<file path="config.mk">
export PLATFORM = sky130hd
export DESIGN_NAME = qam_demapper_flat
export DESIGN_NICKNAME = d
export VERILOG_FILES = /design/src/rtl/qam_demapper_pkg.sv /design/src/rtl/qam_demapper_if.sv /design/src/rtl/qam_axis_slicer.sv /design/src/rtl/qam_demapper.sv /design/src/flat_wrapper.sv
export SDC_FILE = /design/constraint.sdc
export NUM_CORES = 1
export LEC_CHECK = 0
export ABC_AREA = 1
export CORE_MARGIN = 2
export CORE_UTILIZATION = 53
export DETAILED_ROUTE_END_ITERATION = 10
export MAX_ROUTING_LAYER = met4
export PLACE_DENSITY = 0.83
export SETUP_SLACK_MARGIN = 0.1
export SYNTH_ARGS = -nofsm -noshare
export SYNTH_HDL_FRONTEND = slang
export SYNTH_HIERARCHICAL = 1
export SYNTH_SLANG_ARGS = --single-unit
</file>
<file path="constraint.sdc">
create_clock -name ACLK -period 5.9 [get_ports ACLK]
set_input_delay 1.18 -clock ACLK [delete_from_list [all_inputs] [get_ports ACLK]]
set_output_delay 1.18 -clock ACLK [all_outputs]
set_load 0.03 [all_outputs]
</file>
<file path="src/rtl/qam_demapper_pkg.sv">
// Shared definitions for the QAM demapper: mode encodings, per-mode lookups
// and the Gray mapping applied to each sliced axis index.
package qam_demapper_pkg;

  localparam logic [1:0] MODE_QPSK  = 2'b00;
  localparam logic [1:0] MODE_16QAM = 2'b01;
  localparam logic [1:0] MODE_64QAM = 2'b10;
  localparam logic [1:0] MODE_RSVD  = 2'b11;

  typedef enum logic {ST_IDLE, ST_ACC} state_t;

  // The reserved encoding is demapped as QPSK.
  function automatic logic [1:0] eff_mode(input logic [1:0] m);
    return (m == MODE_RSVD) ? MODE_QPSK : m;
  endfunction

  function automatic logic [3:0] levels(input logic [1:0] m);
    case (m)
      MODE_16QAM: return 4'd4;
      MODE_64QAM: return 4'd8;
      default:    return 4'd2;
    endcase
  endfunction

  function automatic logic [1:0] bits_per_axis(input logic [1:0] m);
    case (m)
      MODE_16QAM: return 2'd2;
      MODE_64QAM: return 2'd3;
      default:    return 2'd1;
    endcase
  endfunction

  function automatic logic [2:0] bits_per_sym(input logic [1:0] m);
    case (m)
      MODE_16QAM: return 3'd4;
      MODE_64QAM: return 3'd6;
      default:    return 3'd2;
    endcase
  endfunction

  function automatic logic [4:0] syms_per_word(input logic [1:0] m);
    case (m)
      MODE_16QAM: return 5'd8;
      MODE_64QAM: return 5'd5;
      default:    return 5'd16;
    endcase
  endfunction

  function automatic logic [2:0] gray_decode(input logic [2:0] idx);
    return idx ^ (idx >> 1);
  endfunction

endpackage

</file>
<file path="src/rtl/qam_demapper_if.sv">
// Symbol-in / word-out AXI4-Stream pair of the QAM demapper.
// The demapper takes the slave modport, the symbol source/word sink the master.
interface qam_demapper_if;
  logic [31:0] s_axis_tdata;
  logic        s_axis_tvalid;
  logic        s_axis_tlast;
  logic        s_axis_tready;
  logic [31:0] m_axis_tdata;
  logic [4:0]  m_axis_tuser;
  logic        m_axis_tlast;
  logic        m_axis_tvalid;
  logic        m_axis_tready;

  modport slave (
    input  s_axis_tdata, s_axis_tvalid, s_axis_tlast,
    output s_axis_tready,
    output m_axis_tdata, m_axis_tuser, m_axis_tlast, m_axis_tvalid,
    input  m_axis_tready
  );

  modport master (
    output s_axis_tdata, s_axis_tvalid, s_axis_tlast,
    input  s_axis_tready,
    input  m_axis_tdata, m_axis_tuser, m_axis_tlast, m_axis_tvalid,
    output m_axis_tready
  );
endinterface

</file>
<file path="src/rtl/qam_axis_slicer.sv">
// One-axis hard slicer: nearest level index, clamped to the constellation,
// then Gray mapped. Purely combinational.
module qam_axis_slicer
  import qam_demapper_pkg::*;
#(
  parameter int STEP_SHIFT = 10
) (
  input  logic [15:0] x,
  input  logic [1:0]  mode,
  output logic [2:0]  g,
  output logic        clip
);

  logic signed [17:0] x_ext;
  logic signed [17:0] t;
  logic signed [17:0] t_max;
  logic [2:0]         idx;

  always_comb begin
    x_ext = {{2{x[15]}}, x};
    t     = (x_ext >>> (STEP_SHIFT + 1)) + signed'({14'd0, levels(mode)} >> 1);
    t_max = signed'({14'd0, levels(mode)}) - 18'sd1;
    idx   = '0;
    clip  = 1'b0;
    if (t[17]) begin
      clip = 1'b1;
    end else if (t > t_max) begin
      idx  = t_max[2:0];
      clip = 1'b1;
    end else begin
      idx = t[2:0];
    end
    g = gray_decode(idx);
  end

endmodule

</file>
<file path="src/rtl/qam_demapper.sv">
// Hard-decision QAM demapper: slices I/Q symbols and packs Gray bits into
// 32-bit words. Optional clip counter enabled by QAM_DEMAP_SAT_CNT_EN.
//   state   | meaning
//   ST_IDLE | between packets; next accepted symbol latches mode
//   ST_ACC  | inside a packet; mode held, symbols accumulating
module qam_demapper
  import qam_demapper_pkg::*;
#(
  parameter int STEP_SHIFT = 10,
  parameter int SAT_CNT_W  = 16
) (
  input  logic                 ACLK,
  input  logic                 ARESET,
  input  logic [1:0]           mode,
  qam_demapper_if.slave        axis,
  output logic                 mode_err,
  output logic [SAT_CNT_W-1:0] sat_count
);

  state_t      state, state_next;
  logic [1:0]  mode_lat;
  logic [1:0]  mode_cur;
  logic [31:0] acc, acc_next;
  logic [4:0]  count, count_next;
  logic [4:0]  shamt;
  logic [5:0]  sym_bits;
  logic        accept;
  logic        close;
  logic [2:0]  g_i, g_q;
  logic        clip_i, clip_q;

  assign axis.s_axis_tready = !axis.m_axis_tvalid || axis.m_axis_tready;
  assign accept   = axis.s_axis_tvalid && axis.s_axis_tready;
  // First symbol of a packet is sliced with the live mode it latches.
  assign mode_cur = (state == ST_IDLE) ? eff_mode(mode) : mode_lat;

  qam_axis_slicer #(.STEP_SHIFT(STEP_SHIFT)) u_slice_i (
    .x    (axis.s_axis_tdata[15:0]),
    .mode (mode_cur),
    .g    (g_i),
    .clip (clip_i)
  );

  qam_axis_slicer #(.STEP_SHIFT(STEP_SHIFT)) u_slice_q (
    .x    (axis.s_axis_tdata[31:16]),
    .mode (mode_cur),
    .g    (g_q),
    .clip (clip_q)
  );

  always_comb begin
    sym_bits   = ({3'b0, g_i} << bits_per_axis(mode_cur)) | {3'b0, g_q};
    shamt      = count * {2'b0, bits_per_sym(mode_cur)};
    acc_next   = acc | ({26'd0, sym_bits} << shamt);
    count_next = count + 5'd1;
    close      = accept && ((count_next == syms_per_word(mode_cur)) || axis.s_axis_tlast);
  end

  always_ff @(posedge ACLK) begin
    if (ARESET) state <= ST_IDLE;
    else        state <= state_next;
  end

  always_comb begin
    state_next = state;
    case (state)
      ST_IDLE: if (accept) state_next = axis.s_axis_tlast ? ST_IDLE : ST_ACC;
      ST_ACC:  if (accept && axis.s_axis_tlast) state_next = ST_IDLE;
      default: state_next = ST_IDLE;
    endcase
  end

  always_ff @(posedge ACLK) begin
    if (ARESET) begin
      mode_lat           <= MODE_QPSK;
      mode_err           <= 1'b0;
      acc                <= '0;
      count              <= '0;
      axis.m_axis_tdata  <= '0;
      axis.m_axis_tuser  <= '0;
      axis.m_axis_tlast  <= 1'b0;
      axis.m_axis_tvalid <= 1'b0;
    end else begin
      if (accept && state == ST_IDLE) begin
        mode_lat <= eff_mode(mode);
        if (mode == MODE_RSVD) mode_err <= 1'b1;
      end
      if (close) begin
        axis.m_axis_tdata  <= acc_next;
        axis.m_axis_tuser  <= count_next;
        axis.m_axis_tlast  <= axis.s_axis_tlast;
        axis.m_axis_tvalid <= 1'b1;
        acc                <= '0;
        count              <= '0;
      end else begin
        if (accept) begin
          acc   <= acc_next;
          count <= count_next;
        end
        if (axis.m_axis_tready) axis.m_axis_tvalid <= 1'b0;
      end
    end
  end

`ifdef QAM_DEMAP_SAT_CNT_EN
  always_ff @(posedge ACLK) begin
    if (ARESET) begin
      sat_count <= '0;
    end else if (accept && (clip_i || clip_q) && !(&sat_count)) begin
      sat_count <= sat_count + SAT_CNT_W'(1);
    end
  end
`else
  logic unused_clip;
  assign unused_clip = clip_i | clip_q;
  assign sat_count   = '0;
`endif

endmodule

</file>
<file path="src/flat_wrapper.sv">
// flat-port wrapper written by rule: the top's interface ports become plain ports
module qam_demapper_flat import qam_demapper_pkg::*;
#(
  parameter int STEP_SHIFT = 10,
  parameter int SAT_CNT_W  = 16
)
  (ACLK, ARESET, mode, mode_err, sat_count, axis_s_axis_tdata, axis_s_axis_tvalid, axis_s_axis_tlast, axis_s_axis_tready, axis_m_axis_tdata, axis_m_axis_tuser, axis_m_axis_tlast, axis_m_axis_tvalid, axis_m_axis_tready);
  qam_demapper_if axis_i ();
  input  logic ACLK;
  input  logic ARESET;
  input  logic [1:0] mode;
  output logic mode_err;
  output logic [SAT_CNT_W-1:0] sat_count;
  input wire logic [$bits(axis_i.s_axis_tdata)-1:0] axis_s_axis_tdata;
  input wire logic [$bits(axis_i.s_axis_tvalid)-1:0] axis_s_axis_tvalid;
  input wire logic [$bits(axis_i.s_axis_tlast)-1:0] axis_s_axis_tlast;
  output wire logic [$bits(axis_i.s_axis_tready)-1:0] axis_s_axis_tready;
  output wire logic [$bits(axis_i.m_axis_tdata)-1:0] axis_m_axis_tdata;
  output wire logic [$bits(axis_i.m_axis_tuser)-1:0] axis_m_axis_tuser;
  output wire logic [$bits(axis_i.m_axis_tlast)-1:0] axis_m_axis_tlast;
  output wire logic [$bits(axis_i.m_axis_tvalid)-1:0] axis_m_axis_tvalid;
  input wire logic [$bits(axis_i.m_axis_tready)-1:0] axis_m_axis_tready;
  assign axis_i.s_axis_tdata = axis_s_axis_tdata;
  assign axis_i.s_axis_tvalid = axis_s_axis_tvalid;
  assign axis_i.s_axis_tlast = axis_s_axis_tlast;
  assign axis_s_axis_tready = axis_i.s_axis_tready;
  assign axis_m_axis_tdata = axis_i.m_axis_tdata;
  assign axis_m_axis_tuser = axis_i.m_axis_tuser;
  assign axis_m_axis_tlast = axis_i.m_axis_tlast;
  assign axis_m_axis_tvalid = axis_i.m_axis_tvalid;
  assign axis_i.m_axis_tready = axis_m_axis_tready;
  qam_demapper #(.STEP_SHIFT(STEP_SHIFT), .SAT_CNT_W(SAT_CNT_W)) u_core (.ACLK(ACLK), .ARESET(ARESET), .mode(mode), .axis(axis_i), .mode_err(mode_err), .sat_count(sat_count));
endmodule
</file>
==> impl_results.md <==
* Fin. max-slew vios at 0
* CTS Hold Bufs at 0
* Initial Util at 53.8%
* # H-tree levels at 3
* Crit path kind: input pin to flop
* CTS tree: built
* Worst Setup EP: u_core/axis.m_axis_tdata[8]
* Synth warn at 6
* Post-DP HPWL at 7880 um
* Non-Filler Instances at 989
* Actual slew at the worst max-slew pin at 842 ps
* Vias in the first global route at 4277
* Die width at 103 um
* Clock Skews at 9.97 ps
* Total of max-cap violations at 0
* Peak VDD IR at 0.168 mV
* Later-pin clock latency in the skew report at 370 ps
* Vias per cell at 4.90
* Setup_tns at 0 ps
* Most common cell after layout, fill and taps aside: nand2_1
* Commonest cells after routing, fill and taps aside: 281 x nand2_1, 107 x inv_1, 97 x nand3_1, 80 x dfxtp_1, 63 x nor2_1
* Post-placement cell count at 973
* Fin nets at 916
* Critical Path RT at 6210 ps
* Post-CTS setup buffers at 0
* Number of diodes at 0
* Grt ovf at 0
* Final setup violation count at 0
* DR DRC count at 0
* Layout Utilization at 61.8%
* CTS Buf Count at 9
* WP data arrival at 5640 ps
* Mapped Cells at 805
* Syn avg cell area at 6.41 um2
* R2r endpoint: u_core/axis.m_axis_tdata[8]
* Rel. slew slack at 43.5%
* Worst Hold Class: flop to flop
* Area grow syn2layout at 14.8%
* Register-to-Register Setup Slack at 1460 ps
* DR iter-0 viols at 387
* Clock sinks at 80
* P per Cell Area at 256 nW/um2
* Post-Route WL at 11000 um
* CTS clock-pin slew for the worst setup and hold paths at 80 ps
* Via count at 4846
* Cell area after synthesis at 5160 um2
* Core Box Area at 9590 um2
* Crit-path most repeated cell: nand2_1
* Clk buf depth at 2
* Layout cells sized above 1 at 7.36%
* Worst setup SP type: input pin
* WL per Instance at 11.1 um
* Total power at 1.52 mW
* R2R depth at 29
* IO Port Bufs at 57
* DIE AREA at 10500 um2
* Max Fclk at 188 MHz
* RD Place Congestion at 0.928
* Worst path max stage delay at 420 ps
* Initial antenna violation count at 0
* Largest net degree at the start of global routing at 35
* Number of fill cells at 910
* CP Max Fanout at 4
* Post-route ant nets at 0
* Final Cell Area at 5930 um2
* Post-layout minimum cycle time at 5330 ps
* Resized cells post-CTS at 0
* Vert. Die Dim at 103 um
* Row Count at 36
* Status: finished, final reports clean
* Root Buffer: clkbuf_8
* Final-report hold violation count at 0
* DR pass1 iterations at 6
* Top Ports at 96
* Pleak at 2.96 nW
* Worst Setup End Kind: flop
* Period utilisation layout at 90.3%
* Cell Area, Placed at 5690 um2
* CP Launch Point: mode[1]
* All-layer global routing usage at 23.1%
* RSZ-0062 raised after global routing: false
* Worst path slowest cell: clkdlybuf4s50_1
* First-pass GRT wire length at 18900 um
-- worst max-delay path: cells and delay by family --
family / cells / cell delay [ps]
simple gates: 18 / 1620
fa+ha+maj: 4 / 1230
buf+inv: 7 / 910
compound gates: 3 / 580
xor+xnor: 1 / 110
-- metal layers --
layer	track usage (%)	vias up	share of wire [%]
li1	-	2537	-
met1	30.7	2149	49
met2	35.8	143	45
met3	4.95	17	5.3
met4	5.74	0	1.2
met5	-	-	0
-- flip-flops by register name (all words and copies together) (netlist names), named ones only --
register                   flops
u_core/acc                    32
u_core/axis.m_axis_tdata      32
u_core/axis.m_axis_tuser       5
u_core/count                   5
u_core/mode_lat                2
u_core/axis.m_axis_tlast       1
u_core/axis.m_axis_tvalid      1
u_core/mode_err                1
-- through the flow --
step	worst slack (ps)	hold slack (ps)
finish	573	451
global route	126	471
CTS	449	455
detailed placement	87.5	438
global placement	185	437
floorplan	1100	431
-- cell type report --
cell class / instances / area, um2 / share of cell area (%)
clock buffers: 11 / 131 / 2.22
repair buffers: 61 / 603 / 10.2
inverters: 114 / 428 / 7.22
flip-flops and latches: 80 / 1600 / 27.0
clock inverters: 5 / 81.3 / 1.37
multi-input cells: 585 / 2920 / 49.2
well taps: 133 / 166 / 2.81
-- worst min path at each step --
stage                                  from                            to  slack [ps]  depth (start not counted)
2_1_floorplan                u_core/acc[29]                u_core/acc[29]         430                          2
3_3_place_gp   u_core/axis.m_axis_tdata[17]  u_core/axis.m_axis_tdata[17]         440                          2
3_5_place_dp   u_core/axis.m_axis_tdata[18]  u_core/axis.m_axis_tdata[18]         440                          2
4_1_cts        u_core/axis.m_axis_tdata[15]  u_core/axis.m_axis_tdata[15]         460                          2
5_1_grt         u_core/axis.m_axis_tdata[4]   u_core/axis.m_axis_tdata[4]         470                          2
6_report       u_core/axis.m_axis_tdata[15]  u_core/axis.m_axis_tdata[15]         450                          2
-- report_power, final --
part / internal (mW) / switching, mW
registers: 0.559 / 0.00969
logic: 0.176 / 0.338
clock network: 0.238 / 0.198
total: 0.973 / 0.546
(Power assumes the default switching activity.)
